### src/rtl/rx_descrambler_stream.sv
// Frame receiver/descrambler: valid/ready beats in, LFSR-descrambled beats out through a
// one-deep output register. Per-frame length, mode and seed are latched on start.
module rx_descrambler_stream #(
   parameter int                DATA_W = 8,
   parameter int                LFSR_W = 7,
   parameter logic [LFSR_W-1:0] POLY   = 7'h48,
   parameter int                LEN_W  = 12,
   parameter logic [LFSR_W-1:0] SEED   = 7'h7F
) (
   input  logic              clk,
   input  logic              reset,
   input  logic              start,
   input  logic [LEN_W-1:0]  len,
   input  logic              mode,
   input  logic [LFSR_W-1:0] seed,
   input  logic              in_valid,
   input  logic [DATA_W-1:0] in_data,
   output logic              in_ready,
   output logic              out_valid,
   output logic [DATA_W-1:0] out_data,
   input  logic              out_ready,
   output logic              busy,
   output logic              done,
   output logic [LEN_W-1:0]  beat_cnt
);

   typedef enum logic [1:0] {IDLE, LOAD, RUN, DONE} stateT;

   stateT             state;
   logic [LEN_W-1:0]  lenQ;
   logic              modeQ;
   logic [LFSR_W-1:0] lfsr;
   logic [LFSR_W-1:0] lfsrNext;
   logic [DATA_W-1:0] descData;
   logic              fb;
   logic              drainOk;
   logic              accept;

   assign drainOk  = !out_valid || out_ready;
   assign in_ready = (state == RUN) && (beat_cnt < lenQ) && drainOk;
   assign accept   = in_valid && in_ready;

   // Whole beat is descrambled bit-serially in one cycle, bit 0 first.
   always_comb begin
      // NOTE: every variable gets a default before the loop so no path leaves it unassigned (no latch).
      lfsrNext = lfsr;
      descData = '0;
      fb       = 1'b0;
      for (int i = 0; i < DATA_W; i++) begin
         // NOTE: blocking assignments here are deliberate -- each bit must see the LFSR
         // already shifted by the previous bit within the same cycle.
         fb          = ^(lfsrNext & POLY);
         descData[i] = in_data[i] ^ fb;
         lfsrNext    = {lfsrNext[LFSR_W-2:0], (modeQ ? in_data[i] : fb)};
      end
   end

   always_ff @(posedge clk) begin
      if (reset) begin
         state    <= IDLE;
         lenQ     <= '0;
         modeQ    <= 1'b0;
         lfsr     <= SEED;
         beat_cnt <= '0;
         busy     <= 1'b0;
         done     <= 1'b0;
      end else begin
         case (state)
            IDLE: begin
               if (start) begin
                  state    <= LOAD;
                  busy     <= 1'b1;
                  lenQ     <= len;
                  modeQ    <= mode;
                  lfsr     <= seed;
                  beat_cnt <= '0;
               end
            end
            LOAD: begin
               if (lenQ != '0) begin
                  state <= RUN;
               end else begin
                  state <= DONE;
                  done  <= 1'b1;
               end
            end
            RUN: begin
               if (accept) begin
                  beat_cnt <= beat_cnt + LEN_W'(1);
                  lfsr     <= lfsrNext;
               end
               // Leave only once the last beat has left (or is leaving) the output register.
               if (beat_cnt == lenQ && drainOk) begin
                  state <= DONE;
                  done  <= 1'b1;
               end
            end
            DONE: begin
               state <= IDLE;
               busy  <= 1'b0;
               done  <= 1'b0;
            end
            default: state <= IDLE;
         endcase
      end
   end

   always_ff @(posedge clk) begin
      if (reset) begin
         out_valid <= 1'b0;
         out_data  <= '0;
      end else if (accept) begin
         out_valid <= 1'b1;
         out_data  <= descData;
      end else if (out_ready) begin
         out_valid <= 1'b0;
      end
   end

endmodule

### config.mk
export PLATFORM = sky130hd
export DESIGN_NAME = rx_descrambler_stream
export DESIGN_NICKNAME = d
export VERILOG_FILES = /design/src/rtl/rx_descrambler_stream.sv
export SDC_FILE = /design/constraint.sdc
export NUM_CORES = 1
export LEC_CHECK = 0
export ABC_AREA = 1
export BUFFER_PORTS_ARGS = -buffer_cell sky130_fd_sc_hd__buf_2
export CAP_MARGIN = 20
export CORE_MARGIN = 3
export CORE_UTILIZATION = 53
export DETAILED_ROUTE_END_ITERATION = 8
export GPL_TIMING_DRIVEN = 1
export PLACE_DENSITY = 0.85
export RECOVER_POWER = 25
export SLEW_MARGIN = 0
export SYNTH_ARGS = -nofsm -noshare
export SYNTH_HDL_FRONTEND = slang
export SYNTH_SLANG_ARGS = --single-unit
export TNS_END_PERCENT = 1
### constraint.sdc
create_clock -name clk -period 3.1 [get_ports clk]
set_clock_uncertainty 0.2 [all_clocks]
set_input_delay 0.155 -clock clk [delete_from_list [all_inputs] [get_ports clk]]
set_output_delay 0.155 -clock clk [all_outputs]
set_load 0.05 [all_outputs]
==> impl_metrics.env, run 1 <==
export IMPL_synthAdderAreaFrac_pct=7.759
export IMPL_fill_cells=445
export IMPL_hold_path_startpoint="seed[3]"
export IMPL_seq_area_frac_synth_pct=32.86
export IMPL_synth_top_family_by_area="simple AND/OR/NAND/NOR gates"
export IMPL_slew_headroom_pct=54.65
export IMPL_arrival_ns=2.60
export IMPL_die_area_mm2=0.006072
export IMPL_final_period_utilization_pct=85.27
export IMPL_crit_fanout=23
export IMPL_postCtsSetupRepairBufs=0
export IMPL_final_nets=521
export IMPL_antennaDiodeCount=0
export IMPL_yosys_area_top_type="dfxtp_1"
export IMPL_p_sw_w=0.001412
export IMPL_synthesis_area_mm2=0.002741
export IMPL_synth_fp_nets=459
export IMPL_synth_area_mux_share_pct=0
export IMPL_synth_compound_area_share_pct=13.42
export IMPL_final_cell_area_mm2=0.003234
export IMPL_synth_area_top_cells="dfxtp_1 33%, nand2_1 14%, ha_1 7.8%"
export IMPL_use_met1_pct=27.14
export IMPL_final_cell_mix="101 x nand2_1, 46 x inv_1, 45 x dfxtp_1"
export IMPL_yosys_area_top_type_share_pct=32.86
export IMPL_hold_depth=5
export IMPL_p_int_w=0.001422
export IMPL_ctsHtreeMaxLevel=2
export IMPL_worst_r2r_startpoint="state[0]"
export IMPL_grt_pass1_vias=2624
export IMPL_timing_max_cap_violations=0
export IMPL_timing_final_hold_violations=0
export IMPL_drive_gt1_share_pct=12.53
export IMPL_irDropWorstVdd_uv=606.7
export IMPL_ys_warn_count=0
export IMPL_clk_pin_slew_ns=0.08
export IMPL_leakagePower_nw=1.490
export IMPL_drtIter0Drc=191
export IMPL_clock_latency_ns=0.30
export IMPL_syn_instance_count=409
export IMPL_r2r_slack_ns=0.46
export IMPL_fmax_mhz=378.3
export IMPL_fin_crit_ns=2.643
export IMPL_start_kind="flop"
export IMPL_p_comb_share_pct=57.0
export IMPL_setup_viol=0
export IMPL_regToRegEndpoint="lfsr[2]"
export IMPL_fp_coreArea_mm2=0.004848
export IMPL_busiest_layer="met2"
export IMPL_cellPowerDensity_mw_per_mm2=876.1
export IMPL_synth_xor_area_share_pct=4.792
export IMPL_postSynth_asyncResetShare_pct=0
export IMPL_required_ns=3.05
export IMPL_place_hpwl_mm=5.032
export IMPL_clkPwrFrac_pct=13.0
export IMPL_dp_slack_ns=0.4755
export IMPL_drc=0
export IMPL_grt_util_met3_pct=4.872
export IMPL_ant_nets=0
export IMPL_top_level_ports=57
export IMPL_grt_use_total_pct=23.58
export IMPL_vias_per_cell=5.273
export IMPL_setup_slack_ns=0.4568
export IMPL_tns_ns=0
export IMPL_critPathKind="reg -> reg"
export IMPL_final_instance_count_excl_fill=538
export IMPL_routed_wl_mm=6.928
export IMPL_cts_resized=0
export IMPL_sw_frac_of_total_pct=49.83
export IMPL_worst_slew_pin_slew_ns=0.6795
export IMPL_drv_slew=0
export IMPL_avgSynthCellArea_um2=6.703
export IMPL_worst_setup_path_end_kind="flop"
export IMPL_layout_commonest_cell="nand2_1"
export IMPL_gp_congestion=0.8366
export IMPL_crit_path_start="state[0]"
export IMPL_met2_usage_pct=42.98
export IMPL_status="finished clean"
export IMPL_cts_tree="yes"
export IMPL_dr_pass1_iters=5
export IMPL_seq_power_share_pct=30.0
export IMPL_port_buffers=56
export IMPL_start_util_pct=56.54
export IMPL_synth_simple_area_share_pct=31.77
export IMPL_rows=25
export IMPL_synth_edf_count=0
export IMPL_grt_pass1_wl_mm=11.47
export IMPL_rsz0062_at_grt="no"
export IMPL_r2r_worst_path_cells=11
export IMPL_clockBufferDepth=2
export IMPL_die_y_um=77.92
export IMPL_synthToLayoutAreaGrowth_pct=17.98
export IMPL_synthFlopType="dfxtp_1"
export IMPL_cts_root_buf="clkbuf_8"
export IMPL_antenna_found_initial=0
export IMPL_dr_total_vias=2837
export IMPL_post_dp_cell_area_mm2=0.003039
export IMPL_min_path_type="in -> reg"
export IMPL_cts_buffers_inserted=5
export IMPL_wl_per_cell_um=12.88
export IMPL_place_inst=518
export IMPL_hold_end="lfsr[3]"
export IMPL_synth_cell_type_count=28
export IMPL_grt_max_degree=27
export IMPL_die_x_um=77.92
export IMPL_clock_sinks=45
export IMPL_globalRouteOverflowTotal=0
export IMPL_ys_seq_elements=45
-- timing repair --
action	4_1_cts	5_1_grt
endpoints found under the hold margin	13	0
hold buffers	13	0
setup endpoints to repair	0	0
-- cell families (layout without fill, tap and decap cells) --
group,Yosys count,count (layout)
xor gates and xnor gates,15,15
DFF,45,45
AOI/OAI and AO/OA,71,71
buffers and inverters,63,125
and+or+nand+nor,198,198
adders and majority gates,17,17
-- metal layers --
metal	vias to the layer above	routed length [um]
met1	1294	2945
met2	95	3427
met5	-	0
met3	11	455
met4	0	99
li1	1437	-
-- final cells by class --
class | count | area [um2] | area share, %
sequential | 45 | 900.9 | 27.85
inverter | 47 | 176.4 | 5.455
clock buffer | 7 | 86.33 | 2.669
multi-input combinational | 301 | 1583 | 48.94
tap | 67 | 83.83 | 2.592
timing repair buffer | 71 | 404.1 | 12.50
-- worst max path at each step --
stage,slack (ns),end,depth (start not counted)
after floorplan,0.73,lfsr[0],11
after global placement,0.64,lfsr[0],11
after detailed placement,0.48,lfsr[2],11
after CTS,0.46,lfsr[2],11
after global routing,0.18,lfsr[6],11
final,0.46,lfsr[2],11
-- synthesized netlist by cell type, types with 2 or more instances --
library cell and instances:
nand2_1 101, inv_1 46, dfxtp_1 45, nand3_1 42, a21oi_1 40, nor2_1 35, o21ai_0 25, ha_1 17
clkbuf_1 11, xor2_1 11, nand4_1 5, o21a_1 4, or2_2 4, xnor2_1 4, a31oi_1 2, buf_2 2
nand2_2 2, nand3_2 2, nor3_1 2
-- state kept, by name (all words and copies together), names as in the netlist, 2 cells and up --
signal / flops
lfsr: 7
beat_cnt: 12
state: 2
lenQ: 12
out_data: 8
-- through the flow --
| step | utilization [%] | hold WS [ns] | total power [W] |
|---|---|---|---|
| CTS | 67.15 | 0.002497 | 0.002831 |
| global route | 66.71 | 0.02869 | 0.003083 |
| global placement | 62.68 | 0.2031 | 0.002395 |
| detailed placement | 62.68 | 0.2389 | 0.002456 |
| floorplan | - | 0.1217 | 0.002181 |
| finish | 66.71 | 0.001827 | 0.002834 |
-- critical path: stages (launching register included) --
cell	delay, ns
dfxtp_1	0.36
inv_1	0.10
ha_1	0.30
inv_2	0.22
nor2_2	0.14
nand3_2	0.09
nor2_4	0.12
nand4_4	0.25
nand2_2	0.22
nand2_2	0.26
nand2_1	0.14
nand3_1	0.09
-- power groups by stage --
stage	logic [W]	registers [W]	clock network, W
final	0.00161	0.000850	0.000369
after detailed placement	0.00160	0.000858	0
after CTS	0.00162	0.000844	0.000372
after global placement	0.00155	0.000846	0
after floorplan	0.00120	0.000980	0
after global routing	0.00182	0.000864	0.000394
(Power assumes the default switching activity.)
==> run 2: changes to the inputs <==
- CORE_UTILIZATION: 53 -> 50
- PLACE_DENSITY: 0.85 -> 0.84
- clock period: 3.1 -> 2.25 ns (I/O delays scaled with it)
==> impl_metrics.env, run 2 (same netlist as run 1, synthesis figures left out) <==
export IMPL_die_y_um=80.05
export IMPL_cellPowerDensity_mw_per_mm2=1216
export IMPL_status="finished with violations"
export IMPL_cts_tree="yes"
export IMPL_dr_total_vias=2923
export IMPL_antenna_found_initial=0
export IMPL_start_kind="flop"
export IMPL_rows=26
export IMPL_vias_per_cell=5.267
export IMPL_min_path_type="in -> reg"
export IMPL_die_area_mm2=0.006407
export IMPL_final_cell_area_mm2=0.003422
export IMPL_crit_fanout=3
export IMPL_grt_pass1_vias=2667
export IMPL_critPathKind="reg -> out"
export IMPL_fin_crit_ns=2.163
export IMPL_antennaDiodeCount=0
export IMPL_fmax_mhz=462.4
export IMPL_irDropWorstVdd_uv=827.5
export IMPL_globalRouteOverflowTotal=0
export IMPL_cts_buffers_inserted=5
export IMPL_fp_coreArea_mm2=0.005205
export IMPL_r2r_slack_ns=0.16
export IMPL_finish_utilization_pct=65.75
export IMPL_drive_gt1_share_pct=15.67
export IMPL_post_dp_cell_area_mm2=0.003093
export IMPL_start_util_pct=52.67
export IMPL_port_buffers=56
export IMPL_timing_max_cap_violations=0
export IMPL_routed_wl_mm=7.166
export IMPL_arrival_ns=1.85
export IMPL_violations="negative hold slack"
export IMPL_clock_latency_ns=0.30
export IMPL_worst_setup_path_end_kind="output pin"
export IMPL_drv_slew=0
export IMPL_wl_per_cell_um=12.91
export IMPL_dr_pass1_iters=4
export IMPL_clock_sinks=45
export IMPL_whs_ns=-0.008660
export IMPL_total_power_w=0.004161
export IMPL_grt_use_total_pct=23.01
export IMPL_grt_max_degree=27
export IMPL_cts_root_buf="clkbuf_8"
export IMPL_drc=0
export IMPL_gp_congestion=0.8840
export IMPL_clk_pin_slew_ns=0.09
export IMPL_ant_nets=0
export IMPL_top_level_ports=57
export IMPL_final_cell_mix="101 x nand2_1, 46 x inv_1, 42 x nand3_1"
export IMPL_grt_pass1_wl_mm=11.89
export IMPL_reg_top3="beat_cnt: 12 flops, lenQ: 12 flops, out_data: 8 flops"
export IMPL_place_hpwl_mm=4.988
export IMPL_leakagePower_nw=1.570
export IMPL_layout_commonest_cell="nand2_1"
export IMPL_synthToLayoutAreaGrowth_pct=24.83
export IMPL_clockBufferDepth=2
export IMPL_setup_viol=0
export IMPL_timing_final_hold_violations=2
export IMPL_required_ns=1.94
export IMPL_ctsHtreeMaxLevel=2
export IMPL_final_nets=534
export IMPL_die_x_um=80.05
export IMPL_final_period_utilization_pct=96.12
export IMPL_slew_headroom_pct=47.57
export IMPL_worst_slew_pin_slew_ns=0.7856
export IMPL_drtIter0Drc=346
[run 2: area by class of cell]
class,instances,area [um2]
clock buffers,7,86.33
inverters,47,176.4
well taps,70,87.58
clock inverters,1,30.03
fillers,460,1783
flip-flops and latches,45,913.4
multi-input cells,301,1600
repair buffers,84,528.0
[run 2: repair_timing]
action                                  4_1_cts  5_1_grt
endpoints found under the setup margin        1       23
hold buffers                                 21        0
endpoints found under the hold margin        21        0
gates resized for setup                       1        5
setup buffers                                 0        0
[run 2: worst paths after layout]
kind                                   from          end  cells after the start
worst max-delay path               lenQ[11]     in_ready                      8
worst min-delay path              out_ready    out_valid                      4
worst max register to register     lenQ[11]  beat_cnt[1]                     12
worst min register to register  out_data[1]  out_data[1]                      2
[run 2: per-stage QoR]
stage	setup TNS, ns	std cells	hold WS, ns	worst slack [ns]
6_report	0	555	-0.008660	0.08728
5_1_grt	-0.001133	555	0.02064	-0.001133
4_1_cts	0	555	0.003319	0.01516
3_5_place_dp	0	526	0.1915	0.05190
3_3_place_gp	0	526	0.1616	0.1663
2_1_floorplan	0	409	0.07918	0.003867
[run 2: per-layer routing]
metal  track usage [%]  share of wire (%)  vias to the layer above
li1                  -                  -                     1469
met1             28.99                 43                     1339
met2             41.97                 50                      108
met4             4.054               0.64                        0
met5                 0                  0                        -
met3             2.935                6.6                        7
[run 2: critical path, stage by stage (launching register included)]
cell	delay (ns)
dfxtp_1	0.31
inv_1	0.07
ha_1	0.31
nand2_1	0.08
nor2_1	0.17
and2_1	0.15
nand2_1	0.10
and3_1	0.18
buf_4	0.19
[run 2: power breakdown]
part	switching [W]	leakage [nW]	internal, W	total (W)
combinational	0.00157	1.14	0.000796	0.00236
sequential	0.000148	0.374	0.00101	0.00116
clock	0.000278	0.0585	0.000362	0.000640
==> run 3: changes to the inputs <==
- ABC_AREA: 1 -> unset
- CORE_ASPECT_RATIO: unset -> 0.6
- CORE_UTILIZATION: 50 -> 49
- PLACE_DENSITY: 0.84 -> 0.83
==> impl_metrics.env, run 3 <==
export IMPL_status="finished with violations"
export IMPL_violations="negative hold slack, negative setup slack"
export IMPL_synth_edf_count=0
export IMPL_regToRegEndpoint="beat_cnt[3]"
export IMPL_routed_wl_met3_um=691
export IMPL_drive_gt1_share_pct=35.95
export IMPL_globalRouteOverflowTotal=0
export IMPL_dr_total_vias=2723
export IMPL_crit_path_start="lenQ[1]"
export IMPL_clkPwrFrac_pct=13.8
export IMPL_ys_seq_elements=45
export IMPL_start_util_pct=52.45
export IMPL_top_level_ports=57
export IMPL_clock_latency_ns=0.31
export IMPL_ys_warn_count=0
export IMPL_clk_pin_slew_ns=0.10
export IMPL_seq_power_share_pct=26.9
export IMPL_worst_slew_pin_slew_ns=0.6670
export IMPL_avgSynthCellArea_um2=8.216
export IMPL_synth_most_common_cell="dfxtp_1"
export IMPL_fmax_mhz=372.3
export IMPL_crit_end="beat_cnt[3]"
export IMPL_r2r_worst_path_cells=11
export IMPL_final_nets=469
export IMPL_seq_area_frac_synth_pct=36.31
export IMPL_synthToLayoutAreaGrowth_pct=48.41
export IMPL_drtIter0Drc=311
export IMPL_cts_tree="yes"
export IMPL_wl_met1_mm=3.648
export IMPL_timing_final_hold_violations=1
export IMPL_timing_max_cap_violations=0
export IMPL_routed_wl_mm=8.584
export IMPL_p_int_w=0.002315
export IMPL_grt_max_degree=37
export IMPL_whs_ns=-0.003651
export IMPL_final_cell_mix="46 x buf_2, 43 x buf_4, 37 x nand2_1"
export IMPL_top_layer="met4"
export IMPL_crit_fanout=5
export IMPL_fill_cells=298
export IMPL_dr_pass1_iters=5
export IMPL_rows=19
export IMPL_arrival_ns=2.71
export IMPL_vias_per_cell=5.638
export IMPL_min_path_type="in -> reg"
export IMPL_synth_cell_type_count=40
export IMPL_post_dp_cell_area_mm2=0.003148
export IMPL_cellPowerDensity_mw_per_mm2=1113
export IMPL_clock_sinks=45
export IMPL_ctsHtreeMaxLevel=2
export IMPL_reg_top3="beat_cnt: 12 flops, lenQ: 12 flops, out_data: 8 flops"
export IMPL_sw_frac_of_total_pct=43.52
export IMPL_synthFlopType="dfxtp_1"
export IMPL_final_period_utilization_pct=119.4
export IMPL_place_hpwl_mm=4.902
export IMPL_r2r_slack_ns=-0.44
export IMPL_wl_per_cell_um=17.77
export IMPL_rsz0062_at_grt="yes"
export IMPL_synth_top_cells_by_count="45 x dfxtp_1, 41 x a21oi_1, 37 x nand2_1"
export IMPL_grt_use_total_pct=23.70
export IMPL_antenna_found_initial=0
export IMPL_start_kind="flop"
export IMPL_postSynth_asyncResetShare_pct=0
export IMPL_setup_slack_ns=-0.4359
export IMPL_grt_pass1_vias=2404
export IMPL_ant_nets=0
export IMPL_worst_setup_path_end_kind="flop"
export IMPL_synth_fp_nets=352
export IMPL_cts_buffers_inserted=5
export IMPL_grt_pass1_wl_mm=11.36
export IMPL_drv_slew=0
export IMPL_fin_crit_ns=2.686
export IMPL_port_buffers=56
export IMPL_drc=0
export IMPL_dp_slack_ns=-0.2544
export IMPL_layout_commonest_cell="buf_2"
export IMPL_p_comb_share_pct=59.3
export IMPL_clockBufferDepth=2
export IMPL_tns_ns=-8.056
export IMPL_fp_coreArea_mm2=0.004731
export IMPL_yosys_area_top_type="dfxtp_1"
export IMPL_syn_instance_count=302
export IMPL_die_y_um=61.12
export IMPL_wl_met2_mm=3.945
export IMPL_slew_headroom_pct=55.72
export IMPL_cts_root_buf="clkbuf_8"
export IMPL_irDropWorstVdd_uv=936.6
export IMPL_synth_area_top_cells="dfxtp_1 36%, ha_1 8.6%, a21oi_1 8.3%"
export IMPL_antennaDiodeCount=0
export IMPL_die_area_mm2=0.005982
export IMPL_gp_congestion=0.8507
export IMPL_setup_viol=30
export IMPL_finish_utilization_pct=77.84
export IMPL_required_ns=2.28
export IMPL_worst_r2r_startpoint="lenQ[1]"
export IMPL_yosys_area_top_type_share_pct=36.31
export IMPL_leakagePower_nw=1.550
export IMPL_p_sw_w=0.001784
export IMPL_critPathKind="reg -> reg"
export IMPL_synthesis_area_mm2=0.002481
export IMPL_final_cell_area_mm2=0.003682
export IMPL_die_x_um=97.87
run 3: final cells by class:
class | instances | area (um2) | share of cell area (%)
flip-flops and latches | 45 | 933.4 | 25.35
clock buffers | 7 | 96.34 | 2.616
repair buffers | 126 | 905.9 | 24.60
clock inverters | 1 | 5.005 | 0.1359
well taps | 63 | 78.83 | 2.141
inverters | 19 | 71.32 | 1.937
multi-input cells | 222 | 1592 | 43.22
run 3: per-stage QoR:
stage          cells  power (W)
2_1_floorplan    302   0.002440
4_1_cts          474   0.003599
3_5_place_dp     444   0.002987
3_3_place_gp     444   0.002925
6_report         483   0.004099
5_1_grt          483   0.004287
run 3: worst min-delay path by stage:
stage | from | to | slack (ns) | cells past startpoint
5_1_grt | seed[4] | lfsr[4] | 0.01 | 4
3_3_place_gp | len[3] | lenQ[3] | 0.15 | 3
3_5_place_dp | len[8] | lenQ[8] | 0.16 | 3
2_1_floorplan | len[10] | lenQ[10] | 0.05 | 2
6_report | seed[6] | lfsr[6] | -0.004 | 5
4_1_cts | seed[4] | lfsr[4] | 0.0008 | 4
run 3: worst max-delay path, cell delays in order (launching register included):
cell and delay (ns):
dfxtp_2 0.34, inv_2 0.05, ha_4 0.23, nor2b_1 0.13, o211ai_1 0.28, a21oi_4 0.11, nor3_4 0.25, a32oi_4 0.20
buf_12 0.17, buf_4 0.13, or3_1 0.35, a21oi_1 0.16
run 3: logic make-up after synthesis:
group	Yosys count	synth area share, %
AO/OA/AOI/OAI	72	17.10
buffers and inverters	35	5.850
multiplexers	17	6.959
AND/OR/NAND/NOR	98	18.86
flip-flops	45	36.31
XOR/XNOR	18	6.354
adder cells (fa/ha/maj)	17	8.573
run 3: timing repair:
| action | in CTS | in global routing |
|---|---|---|
| endpoints found under the setup margin | 32 | 32 |
| hold endpoints to repair | 22 | 0 |
| gates cloned | 0 | 2 |
| hold buffers | 22 | 0 |
| pin swaps | 2 | 11 |
| setup buffers | 0 | 7 |
| gates resized for setup | 6 | 26 |
run 3: power by group through the flow:
stage	combinational (W)	sequential [W]	clock, W
finish	0.00243	0.00110	0.000567
global route	0.00257	0.00112	0.000600
CTS	0.00196	0.00108	0.000562
detailed placement	0.00189	0.00110	0
global placement	0.00184	0.00109	0
floorplan	0.00119	0.00125	0
run 3: routing by layer:
| metal | vias up | GRT usage (%) |
|---|---|---|
| li1 | 1273 | - |
| met4 | 0 | 4.931 |
| met2 | 158 | 39.65 |
| met1 | 1262 | 32.35 |
| met3 | 30 | 5.090 |
| met5 | - | 0 |
